--- src/rtl/ccff_chain_bank.sv ---
// Configuration-chain bank: NUM_CHAINS serial chains loaded in lockstep through a
// valid/ready handshake, committed atomically into a shadow register once a frame is complete.
module ccff_chain_bank #(
  parameter  int CHAIN_LEN  = 16,
  parameter  int NUM_CHAINS = 4,
  localparam int CNT_W      = $clog2(CHAIN_LEN + 1)
) (
  input  logic                             clk,
  input  logic                             reset,
  input  logic                             start,
  input  logic                             abort,
  input  logic [NUM_CHAINS-1:0]            din,
  input  logic                             din_valid,
  output logic                             din_ready,
  output logic [NUM_CHAINS-1:0]            tail,
  output logic [NUM_CHAINS*CHAIN_LEN-1:0]  cfg_out,
  output logic                             busy,
  output logic                             done
);

  typedef enum logic [1:0] {
    IDLE   = 2'd0,
    SHIFT  = 2'd1,
    COMMIT = 2'd2,
    DONE   = 2'd3
  } state_t;

  state_t                 state;
  logic [CNT_W-1:0]       cnt;
  logic [CHAIN_LEN-1:0]   sreg [NUM_CHAINS];

  // Chain-out taps straight from the flops, so tail moves only on shift cycles.
  always_comb begin
    tail = '0;
    for (int c = 0; c < NUM_CHAINS; c++) begin
      tail[c] = sreg[c][CHAIN_LEN-1];
    end
  end

  always_ff @(posedge clk) begin
    if (reset) begin
      state     <= IDLE;
      cnt       <= '0;
      din_ready <= 1'b0;
      busy      <= 1'b0;
      done      <= 1'b0;
      cfg_out   <= '0;
      // NOTE: the shift array is small and the fabric must see a known pattern after reset,
      // so it is reset explicitly instead of being left to power-up contents.
      for (int c = 0; c < NUM_CHAINS; c++) begin
        sreg[c] <= '0;
      end
    end else begin
      case (state)
        IDLE: begin
          done <= 1'b0;
          if (start && !abort) begin
            state     <= SHIFT;
            cnt       <= '0;
            din_ready <= 1'b1;
            busy      <= 1'b1;
          end
        end

        SHIFT: begin
          // Abort wins over a slice offered in the same cycle; the partial contents stay put.
          if (abort) begin
            state     <= IDLE;
            din_ready <= 1'b0;
            busy      <= 1'b0;
          end else if (din_valid) begin
            for (int c = 0; c < NUM_CHAINS; c++) begin
              sreg[c] <= {sreg[c][CHAIN_LEN-2:0], din[c]};
            end
            cnt <= cnt + CNT_W'(1);
            if (cnt == CNT_W'(CHAIN_LEN - 1)) begin
              state     <= COMMIT;
              din_ready <= 1'b0;
            end
          end
        end

        COMMIT: begin
          for (int c = 0; c < NUM_CHAINS; c++) begin
            cfg_out[c*CHAIN_LEN +: CHAIN_LEN] <= sreg[c];
          end
          state <= DONE;
          done  <= 1'b1;
        end

        DONE: begin
          state <= IDLE;
          done  <= 1'b0;
          busy  <= 1'b0;
        end

        default: begin
          state     <= IDLE;
          din_ready <= 1'b0;
          busy      <= 1'b0;
          done      <= 1'b0;
        end
      endcase
    end
  end

endmodule

--- config.mk ---
export PLATFORM = sky130hd
export DESIGN_NAME = ccff_chain_bank
export DESIGN_NICKNAME = d
export VERILOG_FILES = /design/src/rtl/ccff_chain_bank.sv
export SDC_FILE = /design/constraint.sdc
export NUM_CORES = 1
export LEC_CHECK = 0
export BUFFER_PORTS_ARGS = -buffer_cell sky130_fd_sc_hd__buf_2
export CAP_MARGIN = 0
export CELL_PAD_IN_SITES_DETAIL_PLACEMENT = 1
export CELL_PAD_IN_SITES_GLOBAL_PLACEMENT = 1
export CORE_MARGIN = 3
export CORE_UTILIZATION = 45
export CTS_CLUSTER_DIAMETER = 200
export CTS_CLUSTER_SIZE = 25
export DETAILED_ROUTE_END_ITERATION = 10
export MAX_ROUTING_LAYER = met4
export PLACE_DENSITY = 0.78
export SLEW_MARGIN = 15
export SYNTH_ARGS = -nofsm -noshare
export SYNTH_HDL_FRONTEND = slang
export SYNTH_SLANG_ARGS = --single-unit
--- constraint.sdc ---
create_clock -name clk -period 3.18 [get_ports clk]
set_input_delay 0 -clock clk [delete_from_list [all_inputs] [get_ports clk]]
set_output_delay 0 -clock clk [all_outputs]
set_load 0.05 [all_outputs]
Yosys cells after proc, flatten, opt, wreduce, memory -nomap -nowiden

Memories as Yosys holds them, arrays and structs flattened.
Index checks and enable logic that the tools add are counted.

Div/mod/pow operators: 0
Add/subtract/negate cells: 1
Shift operators: 0
Equal/unequal tests: 10
Muxes and demuxes: 28
Magnitude comparators: 0
$mul: 0
Reduce and logical (&&, ||, !) cells: 11
Bitwise logic cells: 4

Operator list:

| kind                                                | count |
|---|---|
| 2-to-1 mux 16 bit                                   | 4 |
| 2-to-1 mux 5 bit                                    | 3 |
| 2-to-1 mux 1 bit                                    | 12 |
| one-hot mux 5 bit (2 select lines)                  | 1 |
| 2-to-1 mux 2 bit                                    | 4 |
| != test 2 bit, second input constant                | 4 |
| one-hot mux 2 bit (4 select lines)                  | 1 |
| AND reduction 4 bit                                 | 2 |
| != test 3 bit, second input constant                | 2 |
| AND reduction 3 bit                                 | 2 |
| adder 5 x 1 -> 5 bit, second input constant         | 1 |
| equality test 5 x 4 -> 1 bit, second input constant | 1 |
| equality test 2 bit, second input constant          | 2 |
| bitwise OR 1 bit                                    | 4 |
| one-hot mux 1 bit (2 select lines)                  | 2 |
| nonzero test 2 bit                                  | 2 |
| one-hot mux 1 bit (3 select lines)                  | 1 |
| nonzero test 3 bit                                  | 1 |
| equality test 2 x 1 -> 1 bit, second input constant | 1 |
| logical NOT 2 bit                                   | 1 |
| OR reduction 2 bit                                  | 1 |
| logical AND 1 bit                                   | 1 |
| logical NOT 1 bit                                   | 1 |

Bits in writable memories: 64
Output and inout port bits: 71
Latch bits: 0
Input port bits: 9
Memories kept: 1
Memory bits (read-only): 0
Word-level logic and storage cells: 61
Register bits after elaboration: 74

Memory list:

| memory | words | bits a word | rd ports | clocked after Yosys merged registers in | write ports | line | source |
|---|---|---|---|---|---|---|---|
| sreg   | 4     | 16          | 4        | 0                                       | 4           | 30   | `logic [CHAIN_LEN-1:0] sreg [NUM_CHAINS];` |

Longest topological paths before layout

Gate-level depths: netlist (run 1).

Word-level depth: 6
Mapped depth: 9

Least setup slack after synthesis (run 1)

OpenSTA, ideal clock, no wires.

Kind: register -> register
Start point: reg (tool-made name)
End point: mem sreg[0][0] (enable)
Data arrival time: 2,089 ps
Data required time: 2,490 ps
Period minus slack after synthesis: 2,778 ps
Path buffers: 2
Path slack: 402 ps
Library setup time: 690 ps
Stages on the path, launching flop included: 8
Path through: dfxtp_1 > inv_1 > ha_1 > buf_6 > nor2b_4 > buf_6 > nand2_1 > nand2_1

RTL lines:

| what             | line |
|---|---|
| end: declaration | 30 |

==> reports/summary.txt, run 1 <==
Worst path arrival time = 2390 ps
Worst Max-Slew Pin Slew = 840 ps
Drt pass-1 iters = 4
Hold Vio Cnt, Final = 0
Int Power = 3.40 mW
Worst setup EP type = flip-flop
Pwr dens = 675 nW/um^2
Routed vias/inst = 5.07
Worst VDD drop = 306 uV
Yosys reg bits = 138
H-Tree Depth = 4
Slew HR = 44.0%
Fin Clk Skew = 6.80 ps
Fin crit period = 2360 ps
CORE AREA = 11500 um^2
Met2 Resource Use GR = 28.4%
Met3 Track Usage GR = 5.37%
Busiest grt layer = met2
Worst reg2reg path depth = 5
Post-CTS Setup Bufs = 0
Sequential area share after synthesis = 63.6%
Startpoint types = flip-flop
GRT overflow = 0
Hold depth = 3
Max clock buf depth = 2
Filler cell count = 1173
Total CTS buffers = 17
Fin nets = 513
Comb pwr share = 5.8%
Area growth, synth to finish = 20.9%
Root buf cell = clkbuf_16
WL per Instance = 16.9 um
Die width = 115 um
M1 GR Usage = 21.3%
Overall routing resource usage = 17.9%
DRT iter0 DRCs = 137
Layout cells sized above 1 = 24.4%
RSZ-0062 raised after global routing = false
I/O pins = 80
Total Power Consumption = 4.37 mW
Final period utilization = 74.2%
Reg2Reg Setup Slack = 820 ps
Setup violations, final = 0
Cell Area, Synth = 5350 um^2
Global-route wire length before repair = 17700 um
Dpl hpwl = 6760 um
Syn nets = 437
Slew Limit Fails = 0
Clock slew at reported path FFs = 60 ps
Sw Pwr = 0.969 mW
Flop pwr share = 45.0%
Routed Antenna Nets = 0
Crit path kind = reg2reg
CTS sink cnt = 138
Chip height = 115 um
Outcome = completed
Hold EP = din_ready
Critical Path RT = 3210 ps
Cell count after synthesis = 420
Min-delay worst type = in2reg
Clock share of power = 49.2%
Port Buffer Count = 79
Post-Syn Area per Cell = 12.7 um^2
CTS tree = built
Antenna cells = 0
F_max = 424 MHz
Largest net degree at the start of global routing = 74
Routability congestion estimate from global placement = 0.783
Clk Latency, worst-skew pair = 410 ps
Switching share of power = 22.2%
Antenna violations before repair = 0
Remaining DRCs = 0
Pleak = 2.58 nW
Yosys warnings = 0
TNS Setup = 0 ps
Count of cell types in the netlist = 36
WL final = 11000 um
Max-Cap Viols = 0
Vias in the first global route = 3432
CP Max Fanout = 64
FF-to-FF End = sreg[2][10]
Die area = 13200 um^2
Via count = 3306
Hold_sp = reset
Std-Cell Rows = 39
Initial Util = 46.5%
==> cells in the final DEF (no fill, tap or decap), types with 2 or more instances in the layout <==
cell type,Yosys,final
bufinv_16,0,5
nor2_1,65,65
edfxtp_1,64,64
o32ai_1,2,2
a221oi_1,2,2
nand3_1,2,2
clkinv_2,0,3
inv_1,9,9
o31ai_1,2,2
clkinv_4,0,4
nand2_1,6,5
clkinvlp_4,0,2
dfxtp_1,74,74
clkbuf_16,0,17
ha_1,8,7
nor3_1,2,2
a2111oi_0,2,2
buf_2,8,79
mux2i_1,66,66
a211oi_1,2,2
and2_1,64,64
nor2b_4,2,2
or4_1,2,2
a21oi_1,3,3
dlygate4sd3_1,0,4
buf_4,5,3
==> cells in the mapped netlist <==
cell type | n | area [um^2]
dfxtp_1 | 74 | 1480
mux2i_1 | 66 | 661
nor2_1 | 65 | 244
and2_1 | 64 | 400
edfxtp_1 | 64 | 1920
buf_6 | 9 | 101
inv_1 | 9 | 33.8
buf_2 | 8 | 40.0
ha_1 | 8 | 100
nand2_1 | 6 | 22.5
buf_4 | 5 | 37.5
clkbuf_1 | 5 | 18.8
a21oi_1 | 3 | 15.0
buf_1 | 3 | 11.3
a2111oi_0 | 2 | 17.5
a211oi_1 | 2 | 15.0
a221oi_1 | 2 | 17.5
nand3_1 | 2 | 10.0
nor2b_4 | 2 | 27.5
nor3_1 | 2 | 10.0
o31ai_1 | 2 | 15.0
o32ai_1 | 2 | 17.5
or4_1 | 2 | 15.0
a211o_1 | 1 | 8.76
a22o_1 | 1 | 8.76
a32o_1 | 1 | 10.0
and3_1 | 1 | 6.26
mux2i_2 | 1 | 13.8
nand2b_1 | 1 | 6.26
o221a_1 | 1 | 11.3
o311ai_1 | 1 | 8.76
o31ai_2 | 1 | 12.5
or2_2 | 1 | 6.26
or2b_1 | 1 | 7.51
or3_1 | 1 | 6.26
or4_4 | 1 | 11.3
==> layer usage <==
metal | share of wire (%) | routed length (um) | up-vias
li1 | - | - | 1589
met1 | 44 | 4880 | 1627
met2 | 50 | 5490 | 72
met3 | 4.1 | 449 | 18
met4 | 1.7 | 185 | 0
met5 | 0 | 0 | -
==> logic make-up (layout without fill, tap and decap cells) <==
kind of cell | after synthesis | after routing | share of synthesized area (%)
adder cells (fa/ha/maj) | 8 | 8 | 1.87
buffers and inverters | 39 | 128 | 4.54
multiplexers | 67 | 67 | 12.6
AO/OA/AOI/OAI | 19 | 19 | 2.95
flip-flops | 138 | 138 | 63.6
AND/OR/NAND/NOR | 149 | 149 | 14.4
==> cell type report <==
class	count	area, um^2	share of cell area [%]
clock buffers	17	425	6.58
clock inverters	15	224	3.46
inverters	9	33.8	0.522
multi-input cells	243	1730	26.7
flip-flops and latches	138	3400	52.6
well taps	143	179	2.77
repair buffers	87	478	7.39
==> metrics by stage <==
step / worst slack [ps] / util (%) / hold WS (ps) / area, um^2 / cells
5_1_grt: 629 / 56.2 / 41.3 / 6470 / 652
4_1_cts: 806 / 56.2 / 19.8 / 6470 / 652
3_3_place_gp: 986 / 50.2 / 282 / 5780 / 616
2_1_floorplan: 402 / - / 198 / 5350 / 420
6_report: 822 / 56.2 / 39.4 / 6470 / 652
3_5_place_dp: 843 / 50.2 / 282 / 5780 / 616
==> timing repair <==
| action | 4_1_cts | 5_1_grt |
|---|---|---|
| hold endpoints to repair | 4 | 0 |
| gates resized for setup | 0 | 0 |
| hold buffers | 4 | 0 |
==> sequential cells by signal, summed over array words and instances, names as in the netlist, named ones only <==
register	cells
cfg_out	64
din_ready	1
state	1
sreg	64
cnt	5
done	1
busy	1
==> worst max path at each step <==
stage	from	endpoint	slack (ps)	cells after the start
final	flip-flop	sreg[2][10]	820	5
after global routing	flip-flop	sreg[2][10]	630	5
after CTS	flip-flop	sreg[2][8]	810	5
after detailed placement	flip-flop	sreg[2][9]	840	5
after global placement	flip-flop	sreg[2][7]	990	5
after floorplan	flip-flop	sreg[0][0]	400	7
==> critical path, cell delays in order (launching register included) <==
cell and delay (ps):
dfxtp_1 360, inv_1 150, ha_1 380, nor2b_4 310, nand2_1 120, nand2_4 630
==> power by group through the flow <==
stage	sequential [mW]	combinational, mW	clock [mW]
5_1_grt	1.97	0.276	2.28
3_3_place_gp	2.00	0.237	0
6_report	1.96	0.253	2.15
2_1_floorplan	2.03	0.163	0
4_1_cts	1.97	0.257	2.20
3_5_place_dp	2.00	0.249	0
No activity file was read; power rests on OpenSTA's default activity.
==> run 2, diff against run 1 <==
--- a/config.mk
+++ b/config.mk
@@ -10,12 +10,12 @@
 export CELL_PAD_IN_SITES_DETAIL_PLACEMENT = 1
 export CELL_PAD_IN_SITES_GLOBAL_PLACEMENT = 1
 export CORE_MARGIN = 3
-export CORE_UTILIZATION = 45
+export CORE_UTILIZATION = 41
 export CTS_CLUSTER_DIAMETER = 200
 export CTS_CLUSTER_SIZE = 25
 export DETAILED_ROUTE_END_ITERATION = 10
 export MAX_ROUTING_LAYER = met4
-export PLACE_DENSITY = 0.78
+export PLACE_DENSITY = 0.75
 export SLEW_MARGIN = 15
 export SYNTH_ARGS = -nofsm -noshare
 export SYNTH_HDL_FRONTEND = slang
==> constraint.sdc (replaced) <==
create_clock -name clk -period 2.1 [get_ports clk]
set_input_delay 0 -clock clk [delete_from_list [all_inputs] [get_ports clk]]
set_output_delay 0 -clock clk [all_outputs]
set_load 0.05 [all_outputs]
==> run 2 against run 1 <==
Net effect:
- first-iteration DRC count grew 46%
- worst hold slack gained 0.68 ps
- critical endpoint is now cnt[4]
- design area grew 1.5%
- core utilization shrank 4.3 points
- combinational power grew 58%
- sequential power grew 52%
- global-route usage shrank 1.2 points
- clock power grew 51%
- register-to-register slack lost 670 ps
- count of clock-buffer cells in the layout grew 2
- sequential share of layout area shrank 0.79 points
==> reports/summary.txt, run 2 (synthesized netlist as in run 1, its figures left out) <==
Largest regs = cfg_out x64, sreg x64, cnt x5 (unchanged)
Utilization after layout = 51.8% (was 56.2%)
Vias in the first global route = 3492 (was 3432)
CORE AREA = 12700 um^2 (was 11500 um^2)
Max clock buf depth = 2 (unchanged)
Worst reg2reg path depth = 7 (was 5)
Most frequent cells in the layout = 79 x buf_2, 74 x dfxtp_1, 66 x mux2i_1 (unchanged)
Hold Vio Cnt, Final = 0 (unchanged)
Seq. cell area = 3400 um^2 (unchanged)
Routability congestion estimate from global placement = 0.728 (was 0.783)
WL final = 10900 um (was 11000 um)
Dpl hpwl = 6790 um (was 6760 um)
Crit path kind = reg2reg (unchanged)
Min-delay worst type = in2reg (unchanged)
Worst path arrival time = 2290 ps (was 2390 ps)
Std-Cell Rows = 41 (was 39)
Most common cell after layout, fill and taps aside = buf_2 (unchanged)
Largest net degree at the start of global routing = 74 (unchanged)
I/O pins = 80 (unchanged)
Slew Limit Fails = 0 (unchanged)
CTS sink cnt = 138 (unchanged)
Hold_sp = abort (was reset)
Clock slew at reported path FFs = 60 ps (about the same)
Routed vias/inst = 4.79 (was 5.07)
Multi-input logic area = 1730 um^2 (unchanged)
Routed Antenna Nets = 0 (unchanged)
Non-filler instance count after layout = 687 (was 652)
TNS Setup = 0 ps (unchanged)
Clk Latency, worst-skew pair = 420 ps (was 410 ps)
Remaining DRCs = 0 (unchanged)
Root buf cell = clkbuf_16 (unchanged)
Outcome = completed (unchanged)
Antenna cells = 0 (unchanged)
DRT iter0 DRCs = 200 (was 137)
Layout cells sized above 1 = 24.7% (was 24.4%)
Pleak = 2.61 nW (was 2.58 nW)
Initial Util = 42.2% (was 46.5%)
Slew HR = 47.0% (was 44.0%)
RSZ-0062 raised after global routing = false (unchanged)
Fin nets = 519 (was 513)
Die area = 14500 um^2 (was 13200 um^2)
CTS tree = built (unchanged)
Die width = 120 um (was 115 um)
Worst setup EP type = flip-flop (unchanged)
Post-CTS Setup Bufs = 0 (unchanged)
Fin Clk Skew = 6.98 ps (was 6.80 ps)
Cell count after placement = 651 (was 616)
Total CTS buffers = 17 (unchanged)
Filler cell count = 1317 (was 1173)
Setup crit end = cnt[4] (was sreg[2][10])
Critical Path RT = 2440 ps (was 3210 ps)
Setup violations, final = 0 (unchanged)
Worst VDD drop = 455 uV (was 306 uV)
Critical path launch point = cnt[0]
Pwr dens = 1010 nW/um^2 (was 675 nW/um^2)
Post-CTS Hold Fix Bufs = 4 (unchanged)
Overall routing resource usage = 16.7% (was 17.9%)
WL per Instance = 15.9 um (was 16.9 um)
Drt pass-1 iters = 4 (unchanged)
Global-route wire length before repair = 18000 um (was 17700 um)
Final period utilization = 92.9% (was 74.2%)
PostCTS Resize Cnt = 0 (unchanged)
WHS = 40.1 ps (was 39.4 ps)
FF-to-FF End = cnt[4] (was sreg[2][10])
Antenna violations before repair = 0 (unchanged)
RR Startpoint = cnt[0]
GRT overflow = 0 (unchanged)
Startpoint types = flip-flop (unchanged)
F_max = 513 MHz (was 424 MHz)
Port Buffer Count = 79 (unchanged)
Max-Cap Viols = 0 (unchanged)
Reg2Reg Setup Slack = 150 ps (was 820 ps)
Fin crit period = 1950 ps (was 2360 ps)
Area growth, synth to finish = 22.7% (was 20.9%)
Worst Max-Slew Pin Slew = 795 ps (was 840 ps)
DP Worst Slack = 167 ps (was 843 ps)
Via count = 3288 (was 3306)
PnR worst setup slack = 150 ps (was 822 ps)
Chip height = 120 um (was 115 um)
H-Tree Depth = 4 (unchanged)
CP Max Fanout = 4 (was 64)
run 2: layout make-up:
type                            instances  area share, %
Sequential cell                       138           51.8
Multi-Input combinational cell        243           26.3
Timing Repair Buffer                   93           8.34
Clock buffer                           19           6.74
Tap cell                              172           3.28
Clock inverter                         13           3.03
Inverter                                9          0.514
run 2: worst max-delay path: stages (launching register included):
cell,delay (ps)
dfxtp_1,400
ha_1,210
inv_1,70
nor3_1,150
ha_1,260
or2b_1,210
or4_1,410
a21oi_1,170
run 2: power breakdown:
part	internal [mW]	leakage [nW]	switching [mW]	total, mW
registers	2.92	1.26	0.0572	2.97
logic	0.132	1.05	0.268	0.399
clock network	2.13	0.304	1.12	3.25
run 2: per-layer routing:
metal  global-route usage [%]  share of wire (%)  vias to the layer above
met5                        -                  0                        -
met4                     7.37                2.3                        0
met3                     5.57                4.3                       17
met2                     26.0                 48                       57
met1                     19.9                 45                     1612
li1                         -                  -                     1602
run 2: worst min path at each step:
stage,end,slack [ps],cells after the start
after global placement,sreg[1][0],280,2
final,cnt[1],40,3
after global routing,din_ready,50,3
after floorplan,sreg[0][0],200,1
after CTS,cnt[1],10,3
after detailed placement,sreg[0][0],280,2
run 2: per-stage QoR:
stage | total power [mW] | cell area [um^2]
final | 6.62 | 6570
after global routing | 6.87 | 6570
after CTS | 6.69 | 6570
after detailed placement | 3.42 | 5890
after global placement | 3.41 | 5890
after floorplan | 3.32 | 5360
==> run 3, diff against run 2 <==
--- a/config.mk
+++ b/config.mk
@@ -10,12 +10,12 @@
 export CELL_PAD_IN_SITES_DETAIL_PLACEMENT = 1
 export CELL_PAD_IN_SITES_GLOBAL_PLACEMENT = 1
 export CORE_MARGIN = 3
-export CORE_UTILIZATION = 41
+export CORE_UTILIZATION = 49
 export CTS_CLUSTER_DIAMETER = 200
 export CTS_CLUSTER_SIZE = 25
 export DETAILED_ROUTE_END_ITERATION = 10
 export MAX_ROUTING_LAYER = met4
-export PLACE_DENSITY = 0.75
+export PLACE_DENSITY = 0.84
 export SLEW_MARGIN = 15
 export SYNTH_ARGS = -nofsm -noshare
 export SYNTH_HDL_FRONTEND = slang
==> constraint.sdc (replaced) <==
create_clock -name clk -period 2.3 [get_ports clk]
set_input_delay 0 -clock clk [delete_from_list [all_inputs] [get_ports clk]]
set_output_delay 0 -clock clk [all_outputs]
set_load 0.05 [all_outputs]
==> run 3 against run 2 <==
Net effect:
- via count rose by 2.8%
- count of clock-buffer cells in the layout decreased by 1
- setup slack better by 24 ps
- clock skew increased by 2.5 ps
- total power shrank 11%
- final cell count is 5.2% lower
- critical path depth shrank 1
- worst hold slack better by 43 ps
- register-to-register slack improved by 20 ps
- sequential share of layout area is 0.76 points higher
- design area decreased by 1.4%
- largest cell class unchanged
==> reports/summary.txt, run 3 (synthesized netlist as in run 1, its figures left out) <==
GRT overflow = 0 (unchanged)
Flop pwr share = 46.3% (was 44.9%)
Die width = 111 um (was 120 um)
Most frequent cells in the layout = 79 x buf_2, 74 x dfxtp_1, 66 x mux2i_1 (unchanged)
Initial Util = 51.1% (was 42.2%)
Antenna cells = 0 (unchanged)
WL final = 12200 um (was 10900 um)
Utilization after layout = 61.9% (was 51.8%)
Final period utilization = 92.4% (was 92.9%)
Fin crit period = 2130 ps (was 1950 ps)
Global-route wire length before repair = 19600 um (was 18000 um)
I/O pins = 80 (unchanged)
Max clock buf depth = 2 (unchanged)
Remaining DRCs = 0 (unchanged)
Worst Max-Slew Pin Slew = 784 ps (was 795 ps)
Routed Antenna Nets = 0 (unchanged)
WL per Instance = 18.8 um (was 15.9 um)
Total CTS buffers = 17 (unchanged)
Slew Limit Fails = 0 (unchanged)
Area growth, synth to finish = 21.0% (was 22.7%)
Antenna violations before repair = 0 (unchanged)
Worst setup EP type = flip-flop (unchanged)
Largest net degree at the start of global routing = 74 (unchanged)
Hold Vio Cnt, Final = 0 (unchanged)
Drt pass-1 iters = 4 (unchanged)
WHS = 83.2 ps (was 40.1 ps)
DP Area = 5790 um^2 (was 5890 um^2)
Non-filler instance count after layout = 651 (was 687)
Worst Path Buf+Inv = 2 (was 1)
Int Power = 4.52 mW (was 5.17 mW)
Crit path kind = reg2reg (unchanged)
Overall routing resource usage = 21.0% (was 16.7%)
Pleak = 2.58 nW (was 2.61 nW)
Largest regs = cfg_out x64, sreg x64, cnt x5 (unchanged)
DRT iter0 DRCs = 161 (was 200)
Switching share of power = 22.9% (was 21.8%)
Comb pwr share = 6.2% (was 6.0%)
Cell count after placement = 610 (was 651)
FF-to-FF End = sreg[0][14] (was cnt[4])
Fin Clk Skew = 9.43 ps (was 6.98 ps)
Routed vias/inst = 5.19 (was 4.79)
Sw Pwr = 1.35 mW (was 1.44 mW)
Met3 Track Usage GR = 5.26% (was 5.57%)
Fin nets = 519 (unchanged)
Setup crit end = sreg[0][14] (was cnt[4])
Slew HR = 47.7% (was 47.0%)
Vias in the first global route = 3678 (was 3492)
Std-Cell Rows = 37 (was 41)
Via count = 3381 (was 3288)
F_max = 470 MHz (was 513 MHz)
CORE AREA = 10500 um^2 (was 12700 um^2)
Port Buffer Count = 79 (unchanged)
CTS tree = built (unchanged)
CP delay by family, top = simple AND/OR/NAND/NOR gates (unchanged)
Outcome = completed (unchanged)
Chip height = 111 um (was 120 um)
Setup violations, final = 0 (unchanged)
Die area = 12200 um^2 (was 14500 um^2)
Dpl hpwl = 7020 um (was 6790 um)
Root buf cell = clkbuf_8 (was clkbuf_16)
Slowest cell delay on critical path = 350 ps (was 410 ps)
CP Max Fanout = 64 (was 4)
Pwr dens = 907 nW/um^2 (was 1010 nW/um^2)
Startpoint types = flip-flop (unchanged)
Non-Filler Cell Area, Final = 6470 um^2 (was 6570 um^2)
Met2 Resource Use GR = 37.0% (was 26.0%)
Most common cell after layout, fill and taps aside = buf_2 (unchanged)
Critical Path Stages = 6 (was 7)
Min-delay worst type = in2reg (unchanged)
H-Tree Depth = 4 (unchanged)
RSZ-0062 raised after global routing = false (unchanged)
Routability congestion estimate from global placement = 0.775 (was 0.728)
Critical Path RT = 2470 ps (was 2440 ps)
M1 GR Usage = 23.5% (was 19.9%)
Worst path arrival time = 2300 ps (was 2290 ps)
Layout cells sized above 1 = 23.7% (was 24.7%)
Post-CTS Setup Bufs = 0 (unchanged)
Busiest grt layer = met2 (unchanged)
Reg2Reg Setup Slack = 170 ps (was 150 ps)
Critical path's slowest cell = dfxtp_1 (was or4_1)
Crit-path cells = inv_1 -> ha_1 -> nor2b_4 -> nand2_1 -> nand2_2 -> buf_12 (was ha_1 -> inv_1 -> nor3_1 -> ha_1 -> or2b_1 -> or4_1 -> a21oi_1)
Clock slew at reported path FFs = 60 ps (about the same)
Clk Latency, worst-skew pair = 520 ps (was 420 ps)
Worst VDD drop = 658 uV (was 455 uV)
Clock share of power = 47.5% (was 49.0%)
Worst reg2reg path depth = 6 (was 7)
CTS sink cnt = 138 (unchanged)
Max-Cap Viols = 0 (unchanged)
-- run 3: worst min-delay path by stage --
stage	start	end	slack, ps	cells past startpoint
after CTS	din_valid	flip-flop	20	4
after detailed placement	din[0]	sreg[0][0]	290	2
after global routing	din_valid	flip-flop	120	4
after global placement	din[3]	sreg[3][0]	290	2
after floorplan	din[0]	sreg[0][0]	200	1
final	din_valid	flip-flop	80	4
-- run 3: what timing repair did --
item	in CTS	in global routing
setup endpoints to repair	64	1
resized for setup	1	0
pin swaps	0	1
hold buffers	8	0
gates cloned	0	1
hold endpoints to repair	11	0
-- run 3: layer usage --
metal  routed length, um  up-vias
met4                 139        0
met1                5200     1699
met3                 406       13
met5                   0        -
met2                6480       65
li1                    -     1604
-- run 3: stage by stage --
| stage | power (mW) | TNS, ps | setup slack, ps |
|---|---|---|---|
| finish | 5.87 | 0 | 174 |
| global route | 6.05 | 0 | 19.5 |
| detailed placement | 3.11 | -120 | -18.4 |
| CTS | 5.90 | 0 | 190 |
| floorplan | 3.03 | 0 | 130 |
| global placement | 3.09 | 0 | 111 |
-- run 3: worst register-to-register path, cell delays in order (launching register included) --
cell and delay (ps):
dfxtp_1 350, inv_1 140, ha_1 350, nor2b_4 350
nand2_1 120, nand2_2 100, buf_12 300
-- run 3: final cells by class --
| cell class | instances | area [um^2] |
|---|---|---|
| multi-input cells | 244 | 1730 |
| inverters | 9 | 33.8 |
| repair buffers | 92 | 538 |
| clock buffers | 18 | 418 |
| flip-flops and latches | 138 | 3400 |
| clock inverters | 14 | 178 |
| well taps | 136 | 170 |
| fillers | 1086 | 3990 |
-- run 3: power groups by stage --
stage	sequential, mW	combinational [mW]	clock (mW)
final	2.72	0.364	2.79
after global routing	2.73	0.392	2.93
after CTS	2.72	0.360	2.82
after detailed placement	2.77	0.346	0
after global placement	2.76	0.329	0
after floorplan	2.80	0.226	0
